`config.mk`:
```
export PLATFORM = sky130hd
export DESIGN_NAME = i2c_init_sequencer
export DESIGN_NICKNAME = d
export VERILOG_FILES = /design/src/rtl/i2c_init_pkg.sv /design/src/rtl/i2c_init_timer.sv /design/src/rtl/i2c_init_sequencer.sv
export SDC_FILE = /design/constraint.sdc
export NUM_CORES = 1
export LEC_CHECK = 0
export BUFFER_PORTS_ARGS = -buffer_cell sky130_fd_sc_hd__buf_4
export CAP_MARGIN = 20
export CORE_MARGIN = 1
export CORE_UTILIZATION = 55
export CTS_CLUSTER_DIAMETER = 120
export CTS_CLUSTER_SIZE = 28
export DETAILED_ROUTE_END_ITERATION = 10
export PLACE_DENSITY = 0.81
export SYNTH_ARGS = -nofsm -noshare
export SYNTH_HDL_FRONTEND = slang
export SYNTH_SLANG_ARGS = --single-unit
```
`constraint.sdc`:
```
create_clock -name i_clk -period 2.7 [get_ports i_clk]
set_input_delay 0.135 -clock i_clk [delete_from_list [all_inputs] [get_ports i_clk]]
set_output_delay 0.135 -clock i_clk [all_outputs]
set_load 0.01 [all_outputs]
```
`src/rtl/i2c_init_pkg.sv`:
```
// Shared types and the default codec table for the I2C init sequencer.
// Build option: I2C_INIT_DELAY_EN adds a 16-bit post-delay field to each table entry.
package i2c_init_pkg;

  localparam int unsigned I2C_TABLE_DEPTH = 8;
  localparam int unsigned I2C_TABLE_IDX_W = $clog2(I2C_TABLE_DEPTH);
  localparam int unsigned I2C_FRAME_W     = 32;
  localparam int unsigned I2C_DELAY_W     = 16;

  typedef enum logic [2:0] {
    StIdle,
    StIssue,
    StWait,
    StGap,
    StDone,
    StError
  } state_e;

  typedef struct packed {
`ifdef I2C_INIT_DELAY_EN
    logic [I2C_DELAY_W-1:0] delay;
`endif
    logic [I2C_FRAME_W-1:0] frame;
  } entry_t;

`ifdef I2C_INIT_DELAY_EN
  // Entry 0 resets the codec; the delay lets it settle before the next write.
  localparam entry_t I2C_DEFAULT_TABLE [I2C_TABLE_DEPTH] = '{
    '{delay: 16'd200, frame: 32'h0034_1E00},
    '{delay: 16'd0,   frame: 32'h0034_0815},
    '{delay: 16'd0,   frame: 32'h0034_0A00},
    '{delay: 16'd0,   frame: 32'h0034_0C00},
    '{delay: 16'd0,   frame: 32'h0034_0E42},
    '{delay: 16'd0,   frame: 32'h0034_1019},
    '{delay: 16'd0,   frame: 32'h0034_1201},
    '{delay: 16'd0,   frame: 32'h0000_0000}
  };
`else
  localparam entry_t I2C_DEFAULT_TABLE [I2C_TABLE_DEPTH] = '{
    '{frame: 32'h0034_1E00},
    '{frame: 32'h0034_0815},
    '{frame: 32'h0034_0A00},
    '{frame: 32'h0034_0C00},
    '{frame: 32'h0034_0E42},
    '{frame: 32'h0034_1019},
    '{frame: 32'h0034_1201},
    '{frame: 32'h0000_0000}
  };
`endif

  function automatic logic [I2C_FRAME_W-1:0] i2c_table_frame(
    input logic [I2C_TABLE_IDX_W-1:0] idx
  );
    return I2C_DEFAULT_TABLE[idx].frame;
  endfunction

`ifdef I2C_INIT_DELAY_EN
  function automatic logic [I2C_DELAY_W-1:0] i2c_table_delay(
    input logic [I2C_TABLE_IDX_W-1:0] idx
  );
    return I2C_DEFAULT_TABLE[idx].delay;
  endfunction
`endif

endpackage

```
`src/rtl/i2c_init_timer.sv`:
```
// Saturating down-counter shared by the gap and timeout phases of the sequencer.
// o_expired is high whenever the count has reached zero.
module i2c_init_timer #(
  parameter int unsigned CNT_W = 12
) (
  input  logic             i_clk,
  input  logic             i_rst_n,
  input  logic             i_load,
  input  logic [CNT_W-1:0] i_load_val,
  input  logic             i_tick,
  output logic             o_expired
);

  logic [CNT_W-1:0] r_count;

  always_ff @(posedge i_clk or negedge i_rst_n) begin
    if (!i_rst_n) begin
      r_count <= '0;
    end else if (i_load) begin
      r_count <= i_load_val;
    end else if (i_tick && (r_count != '0)) begin
      r_count <= r_count - 1'b1;
    end
  end

  assign o_expired = (r_count == '0);

endmodule

```
`src/rtl/i2c_init_sequencer.sv`:
```
// Table-driven I2C configuration sequencer with NACK retry, timeout and inter-command gap.
// Build option: I2C_INIT_DELAY_EN stretches the gap after a success to the entry's delay field.
module i2c_init_sequencer
  import i2c_init_pkg::*;
#(
  parameter int unsigned N_CMDS         = 7,
  parameter int unsigned DATA_W         = 24,
  parameter int unsigned RETRY_MAX      = 3,
  parameter int unsigned GAP_CYCLES     = 16,
  parameter int unsigned TIMEOUT_CYCLES = 4096,
  localparam int unsigned IDX_W         = (N_CMDS > 1) ? $clog2(N_CMDS) : 1
) (
  input  logic              i_clk,
  input  logic              i_rst_n,
  input  logic              i_start,
  output logic              o_busy,
  output logic              o_finished,
  output logic              o_error,
  output logic [IDX_W-1:0]  o_err_idx,
  output logic [DATA_W-1:0] o_cmd_data,
  output logic              o_cmd_start,
  input  logic              i_cmd_done,
  input  logic              i_cmd_nack
);

  localparam int unsigned RTRY_W = (RETRY_MAX > 0) ? $clog2(RETRY_MAX + 1) : 1;
`ifdef I2C_INIT_DELAY_EN
  localparam int unsigned GAP_MAX = (GAP_CYCLES > 65535) ? GAP_CYCLES : 65535;
`else
  localparam int unsigned GAP_MAX = GAP_CYCLES;
`endif
  localparam int unsigned TMR_MAX = (TIMEOUT_CYCLES > GAP_MAX) ? TIMEOUT_CYCLES : GAP_MAX;
  localparam int unsigned TMR_W   = $clog2(TMR_MAX + 1);

  state_e              r_state, w_state_next;
  logic [IDX_W-1:0]    r_idx;
  logic [RTRY_W-1:0]   r_retry;
  logic [DATA_W-1:0]   r_cmd_data;

  logic                w_start_ok, w_success, w_fail, w_last, w_can_retry;
  logic                w_tmr_load, w_tmr_tick, w_expired;
  logic [TMR_W-1:0]    w_tmr_val, w_gap_len;

  assign w_start_ok  = i_start && (r_state inside {StIdle, StDone, StError});
  assign w_success   = i_cmd_done && !i_cmd_nack;
  // A completion in the expiry cycle takes priority over the timeout.
  assign w_fail      = i_cmd_done ? i_cmd_nack : w_expired;
  assign w_last      = (r_idx == IDX_W'(N_CMDS - 1));
  assign w_can_retry = (RETRY_MAX != 0) && (r_retry != RTRY_W'(RETRY_MAX));
  assign w_tmr_tick  = (r_state inside {StWait, StGap});

`ifdef I2C_INIT_DELAY_EN
  logic [I2C_DELAY_W-1:0] w_delay;
  assign w_delay = i2c_table_delay(I2C_TABLE_IDX_W'(r_idx));
`endif

  always_comb begin
    w_gap_len = TMR_W'(GAP_CYCLES);
`ifdef I2C_INIT_DELAY_EN
    if (w_success && (TMR_W'(w_delay) > w_gap_len)) begin
      w_gap_len = TMR_W'(w_delay);
    end
`endif
  end

  always_ff @(posedge i_clk or negedge i_rst_n) begin
    if (!i_rst_n) begin
      r_state <= StIdle;
    end else begin
      r_state <= w_state_next;
    end
  end

  always_comb begin
    w_state_next = r_state;
    w_tmr_load   = 1'b0;
    w_tmr_val    = '0;
    unique case (r_state)
      StIdle, StError: begin
        if (i_start) w_state_next = StIssue;
      end
      StDone: begin
        w_state_next = i_start ? StIssue : StIdle;
      end
      StIssue: begin
        w_state_next = StWait;
        w_tmr_load   = 1'b1;
        w_tmr_val    = TMR_W'(TIMEOUT_CYCLES - 1);
      end
      StWait: begin
        if (w_success && w_last) begin
          w_state_next = StDone;
        end else if (w_success || (w_fail && w_can_retry)) begin
          w_state_next = (w_gap_len == '0) ? StIssue : StGap;
          w_tmr_load   = 1'b1;
          w_tmr_val    = w_gap_len - 1'b1;
        end else if (w_fail) begin
          w_state_next = StError;
        end
      end
      StGap: begin
        if (w_expired) w_state_next = StIssue;
      end
      default: w_state_next = StIdle;
    endcase
  end

  always_comb begin
    o_busy      = 1'b0;
    o_cmd_start = 1'b0;
    o_finished  = 1'b0;
    o_error     = 1'b0;
    o_err_idx   = '0;
    unique case (r_state)
      StIssue: begin
        o_busy      = 1'b1;
        o_cmd_start = 1'b1;
      end
      StWait, StGap: o_busy = 1'b1;
      StDone:        o_finished = 1'b1;
      StError: begin
        o_error   = 1'b1;
        o_err_idx = r_idx;
      end
      default: ;
    endcase
  end

  always_ff @(posedge i_clk or negedge i_rst_n) begin
    if (!i_rst_n) begin
      r_idx      <= '0;
      r_retry    <= '0;
      r_cmd_data <= '0;
    end else if (w_start_ok) begin
      r_idx      <= '0;
      r_retry    <= '0;
      r_cmd_data <= DATA_W'(i2c_table_frame('0));
    end else if (r_state == StWait) begin
      if (w_success && !w_last) begin
        r_idx      <= r_idx + 1'b1;
        r_retry    <= '0;
        r_cmd_data <= DATA_W'(i2c_table_frame(I2C_TABLE_IDX_W'(r_idx + 1'b1)));
      end else if (!w_success && w_fail && w_can_retry) begin
        r_retry <= r_retry + 1'b1;
      end
    end
  end

  assign o_cmd_data = r_cmd_data;

  i2c_init_timer #(
    .CNT_W(TMR_W)
  ) u_timer (
    .i_clk      (i_clk),
    .i_rst_n    (i_rst_n),
    .i_load     (w_tmr_load),
    .i_load_val (w_tmr_val),
    .i_tick     (w_tmr_tick),
    .o_expired  (w_expired)
  );

endmodule

```
==> results of run 1 <==
area by class of cell:
cell class / count / area (um^2)
flip-flops and latches: 31 / 776
clock buffers: 7 / 65.1
fillers: 294 / 1160
clock inverters: 1 / 7.51
inverters: 11 / 41.3
multi-input cells: 167 / 1060
well taps: 46 / 57.6
repair buffers: 28 / 213
metrics by stage:
stage	hold WS [ps]	std cells	worst slack (ps)	total power, mW
6_report	114	291	317	2.19
5_1_grt	110	291	223	2.37
4_1_cts	103	291	314	2.19
3_5_place_dp	95.2	282	346	1.87
3_3_place_gp	92.4	282	400	1.83
2_1_floorplan	-161	233	453	1.57
how the worst max path moves through the flow:
stage	startpoint	endpoint	slack [ps]	depth (start not counted)
floorplan	u_timer.r_count[0]	r_state[1]	450	6
global placement	u_timer.r_count[0]	r_state[1]	400	6
detailed placement	u_timer.r_count[0]	r_state[1]	350	6
CTS	u_timer.r_count[0]	r_state[1]	310	6
global route	u_timer.r_count[0]	r_state[1]	220	6
finish	u_timer.r_count[0]	r_state[1]	320	6
state kept, by name (all words and copies together) (netlist names):
signal and count:
o_cmd_data 10, r_idx 3, r_retry 2, r_state 3, u_timer.r_count 13
logic make-up (layout without fill, tap and decap cells):
| family | after synthesis | count (layout) | share of synthesized area, % |
|---|---|---|---|
| other | 1 | 11 | 0.189 |
| adder cells (fa/ha/maj) | 8 | 8 | 5.04 |
| buffers and inverters | 35 | 47 | 9.26 |
| multiplexers | 2 | 2 | 1.01 |
| AND/OR/NAND/NOR | 92 | 92 | 25.9 |
| flip-flops | 31 | 31 | 39.0 |
| AO/OA/AOI/OAI | 50 | 50 | 17.8 |
| XOR/XNOR | 4 | 4 | 1.76 |
Yosys cell counts, types with 2 or more instances:
master	instances	area [um^2]
a211oi_1	6	45.0
a21oi_1	8	40.0
a31oi_1	2	12.5
and2_1	3	18.8
and3_1	2	12.5
buf_4	14	105
clkbuf_1	10	37.5
dfrtp_1	31	776
ha_1	8	100
inv_1	11	41.3
mux2i_1	2	20.0
nand2_1	19	71.3
nand2b_1	4	25.0
nand3_1	11	55.1
nand4_1	5	31.3
nor2_1	11	41.3
nor2b_1	4	25.0
nor3_1	10	50.1
nor3b_1	4	30.0
nor4_1	5	31.3
o2111ai_1	3	26.3
o211ai_1	2	15.0
o21ai_0	10	50.1
o31a_1	2	17.5
o31ai_1	4	30.0
or3_1	3	18.8
or3b_2	2	17.5
or4_1	3	22.5
xnor2_1	2	17.5
xor2_1	2	17.5
worst max-delay path, stage by stage, from the launching register on:
cell and delay (ps):
dfrtp_1 430, inv_1 90, ha_1 200, or4b_4 520
or4_4 570, and3_1 170, or3_1 300
per-layer routing:
metal | up-vias | global-route usage [%]
met5 | - | 0
met4 | 0 | 9.88
met3 | 4 | 5.33
met2 | 58 | 41.6
met1 | 832 | 31.7
li1 | 840 | -
where the power goes:
group	switching (mW)	internal, mW
sequential	0.242	0.646
clock	0.165	0.152
combinational	0.539	0.445
==> impl_metrics.yaml, run 1 <==
outcome:
  status: "finished, final reports clean"
floorplanning:
  start_util_pct: 58.6
  core_um2: 3390
  io-pin-count: 36
  die_w_um: 62.1
  die_h_um: 62.1
  rows: 21
  die-area_um2: 3860
synth:
  yosys_register_bits: 31
  async_reset_ff_share_pct: 100
  syn_inst: 223
  yosys.cell_types.count: 50
  yosysSeqAreaShare_pct: 39.0
  synth_area_um2: 1990
  yosysWarnings: 0
  syn_avg_cell_area_um2: 8.91
  synth-edff-count: 0
  synthFlopType: "dfrtp_1"
clocking:
  insertion_delay_ps: 340
  clkSlewWorstSetupHoldPaths_ps: 110
  hold_buffers: 1
  tritoncts: "yes"
  cts_buffer_depth: 2
  clkSinkCount: 31
  ctsHtreeMaxLevel: 2
  cts_buffers: 5
  postCtsSetupBuffers: 0
  cts_root_buffer: "clkbuf_4"
  cts_resized: 0
global_route:
  grt_pass1_vias: 1649
  grt_max_degree: 32
  grt_use_total_pct: 25.0
  grt-ovfl-total: 0
  grt_pass1_wl_mm: 7.64
  antenna_found_initial: 0
job:
  drv_cap: 0
worst_setup_path:
  cp-start-kind: "flop"
  regToRegSetupSlack_ps: 320
  worst_r2r_endpoint: "r_state[1]"
  crit-reg2reg-launch: "u_timer.r_count[0]"
  ff2ff_path_depth: 6
  crit_type: "reg2reg"
  cp.arrival_ps: 2600
  end_kind: "flop"
  path_max_fanout: 6
  required_ps: 2920
worst_hold_path:
  hold_start: "i_start"
  min_path_cells: 4
  min_to: "r_state[2]"
  min_path_type: "in2reg"
power_and_ir_drop:
  p_leak_nw: 0.958
  powerDensity_nw_per_um2: 984
  ir_drop_mv: 0.588
routing:
  dr_wl_met3_um: 229
  wl_met2_mm: 2.17
  routed_wl_mm: 4.39
  via_per_inst: 5.96
  post_drt_wl_per_cell_um: 15.1
  ant_nets: 0
  first_pass_iters: 4
  wirelength_met1_mm: 1.95
  first_iter_violations: 172
  route.top_layer_used: "met4"
  drc_errors: 0
  vias: 1734
final_layout:
  drive_above_1_share_pct: 18.0
  area_growth_pct: 12.0
  insertedDiodeCount: 0
  mostFrequentLayoutCell: "dfrtp_1"
  layout_common_cells: "31 x dfrtp_1, 27 x buf_4, 19 x nand2_1"
  final_util_pct: 65.6
  nets: 257
  final_cell_area_um2: 2220
placement:
  placed_area_um2: 2140
  finalWeightedCongestion: 0.859
  dp_hpwl_mm: 3.14
  numPortBuffers: 24
timing:
  setup_viol: 0
  timing.clock.skew_ps: 15.0
  period_share_pct: 88.3
  hold_viol: 0
  rsz0062_at_grt: "no"
  setup-tns-final_ps: 0
  fmax_ghz: 0.420
  slew_headroom_pct: 57.6
  period_needed_ps: 2380
  tightest_slew_ps: 630
  slew_violations: 0
Note: power is estimated with default switching activity, not from simulation.
==> inputs of run 2 (changes only) <==
Settings changed: CORE_UTILIZATION 55 to 35, PLACE_DENSITY 0.81 to 0.56.
==> impl_metrics.yaml, run 2 (synthesis results as in run 1) <==
outcome:
  status: "finished, final reports clean"
timing:
  slew_violations: 0
  setup-tns-final_ps: 0
  tightest_slew_ps: 704
  setup_viol: 0
  period_needed_ps: 2350
  hold_viol: 0
  rsz0062_at_grt: "no"
  fmax_ghz: 0.425
  slew_headroom_pct: 52.6
  timing.clock.skew_ps: 6.34
  period_share_pct: 87.2
final_layout:
  largest_reg_flops: 13
  area_growth_pct: 14.7
  nets: 258
  finalNonFillerCells: 317
  mostFrequentLayoutCell: "dfrtp_1"
  drive_above_1_share_pct: 18.0
  regMostFlops: "u_timer.r_count"
  insertedDiodeCount: 0
  fillers: 559
  layout_common_cells: "31 x dfrtp_1, 28 x buf_4, 19 x nand2_1"
routing:
  first_iter_violations: 85
  via_per_inst: 5.21
  first_pass_iters: 4
  post_drt_wl_per_cell_um: 14.3
  ant_nets: 0
  routed_wl_mm: 4.54
  vias: 1653
  drc_errors: 0
floorplanning:
  start_util_pct: 36.3
  rows: 27
  io-pin-count: 36
  die_h_um: 77.3
  die_w_um: 77.3
  die-area_um2: 5980
  core_um2: 5470
worst_setup_path:
  cp_num_buf_inv: 1
  cp_top_family: "simple AND/OR/NAND/NOR gates"
  cp.arrival_ps: 2510
  regToRegSetupSlack_ps: 350
  cp_slowest_cell: "or4_4"
  crit_type: "reg2reg"
  end_kind: "flop"
  crit_chain: "inv_1, ha_1, or4b_4, or4_4, and3_1, or3_1"
  cpPeakStageDelay_ps: 580
  cp_num_cells: 6
  cp-start-kind: "flop"
  ff2ff_path_depth: 6
  required_ps: 2860
  path_max_fanout: 6
global_route:
  grt-ovfl-total: 0
  grt_use_total_pct: 16.2
  grt_pass1_vias: 1555
  grt_max_degree: 32
  antenna_found_initial: 0
  grt_pass1_wl_mm: 7.73
power_and_ir_drop:
  p_int_mw: 1.29
  p_leak_nw: 0.973
  ir_drop_mv: 0.452
  switching_power_mw: 0.926
  clockPowerShare_pct: 16.4
  combPwrFrac_pct: 43.8
  powerDensity_nw_per_um2: 974
  seqPwrFrac_pct: 39.8
  switching_share_pct: 41.7
clocking:
  cts_root_buffer: "clkbuf_8"
  insertion_delay_ps: 280
  clkSinkCount: 31
  cts_resized: 0
  clkSlewWorstSetupHoldPaths_ps: 60
  cts_buffer_depth: 2
  ctsHtreeMaxLevel: 2
  tritoncts: "yes"
  cts_buffers: 5
worst_hold_path:
  min_path_cells: 4
  min_path_type: "in2reg"
placement:
  numPortBuffers: 24
  finalWeightedCongestion: 0.813
  place_inst: 309
  dp_hpwl_mm: 3.24
job:
  drv_cap: 0
## run 2: cell types whose count changed in the layout (fill, tap and decap cells not counted)
cell	before	now
buf_4	27	28
clkbuf_4	5	0
clkbuf_8	2	6
clkinv_2	0	1
clkinvlp_4	1	0
## run 2: worst paths after layout
| kind | startpoint | endpoint |
|---|---|---|
| worst max-delay path | u_timer.r_count[0] | r_state[1] |
| worst min-delay path | i_start | r_state[2] |
| worst max register to register | u_timer.r_count[0] | r_state[1] |
| worst min register to register | r_retry[0] | r_retry[0] |
| max in group asynchronous | i_rst_n | o_cmd_data[4] |
| min in group asynchronous | i_rst_n | u_timer.r_count[11] |
## run 2: power groups by stage
stage / combinational (mW) / sequential (mW) / clock [mW]
2_1_floorplan: 0.756 / 0.815 / 0
4_1_cts: 0.983 / 0.881 / 0.377
3_5_place_dp: 0.976 / 0.886 / 0
5_1_grt: 1.10 / 0.927 / 0.394
6_report: 0.973 / 0.883 / 0.364
3_3_place_gp: 0.976 / 0.888 / 0
## run 2: stage by stage
stage	hold WS, ps	power (mW)	utilization [%]	worst slack, ps	area, um^2
after floorplan	-161	1.57	-	453	2020
after global placement	101	1.86	39.9	379	2180
after detailed placement	105	1.86	39.9	360	2180
after CTS	173	2.24	41.7	343	2280
after global routing	195	2.42	41.7	217	2280
final	177	2.22	41.7	347	2280
## run 2: metal layers
| layer | GRT usage (%) | routed length (um) |
|---|---|---|
| met1 | 21.0 | 2190 |
| met2 | 26.4 | 2150 |
| met3 | 3.65 | 146 |
| met4 | 5.66 | 51 |
| met5 | 0 | 0 |
## run 2: cell type report
class | count | area, um^2 | area share [%]
Clock buffer | 6 | 82.6 | 3.62
Clock inverter | 1 | 5.00 | 0.220
Inverter | 11 | 41.3 | 1.81
Multi-Input combinational cell | 167 | 1060 | 46.7
Sequential cell | 31 | 776 | 34.0
Tap cell | 72 | 90.1 | 3.95
Timing Repair Buffer | 29 | 220 | 9.66
## run 2: timing repair
| item | in CTS | in global routing |
|---|---|---|
| buffers inserted | 0 | 0 |
| hold buffers | 1 | 0 |
| hold endpoints to repair | 31 | 0 |
## run 2: worst reg2reg max path, delay by kind of cell, from the launching register on
family / cells / cell delay, ps
flip-flops: 1 / 410
adder cells (fa/ha/maj): 1 / 190
buffers and inverters: 1 / 80
AND/OR/NAND/NOR: 4 / 1560
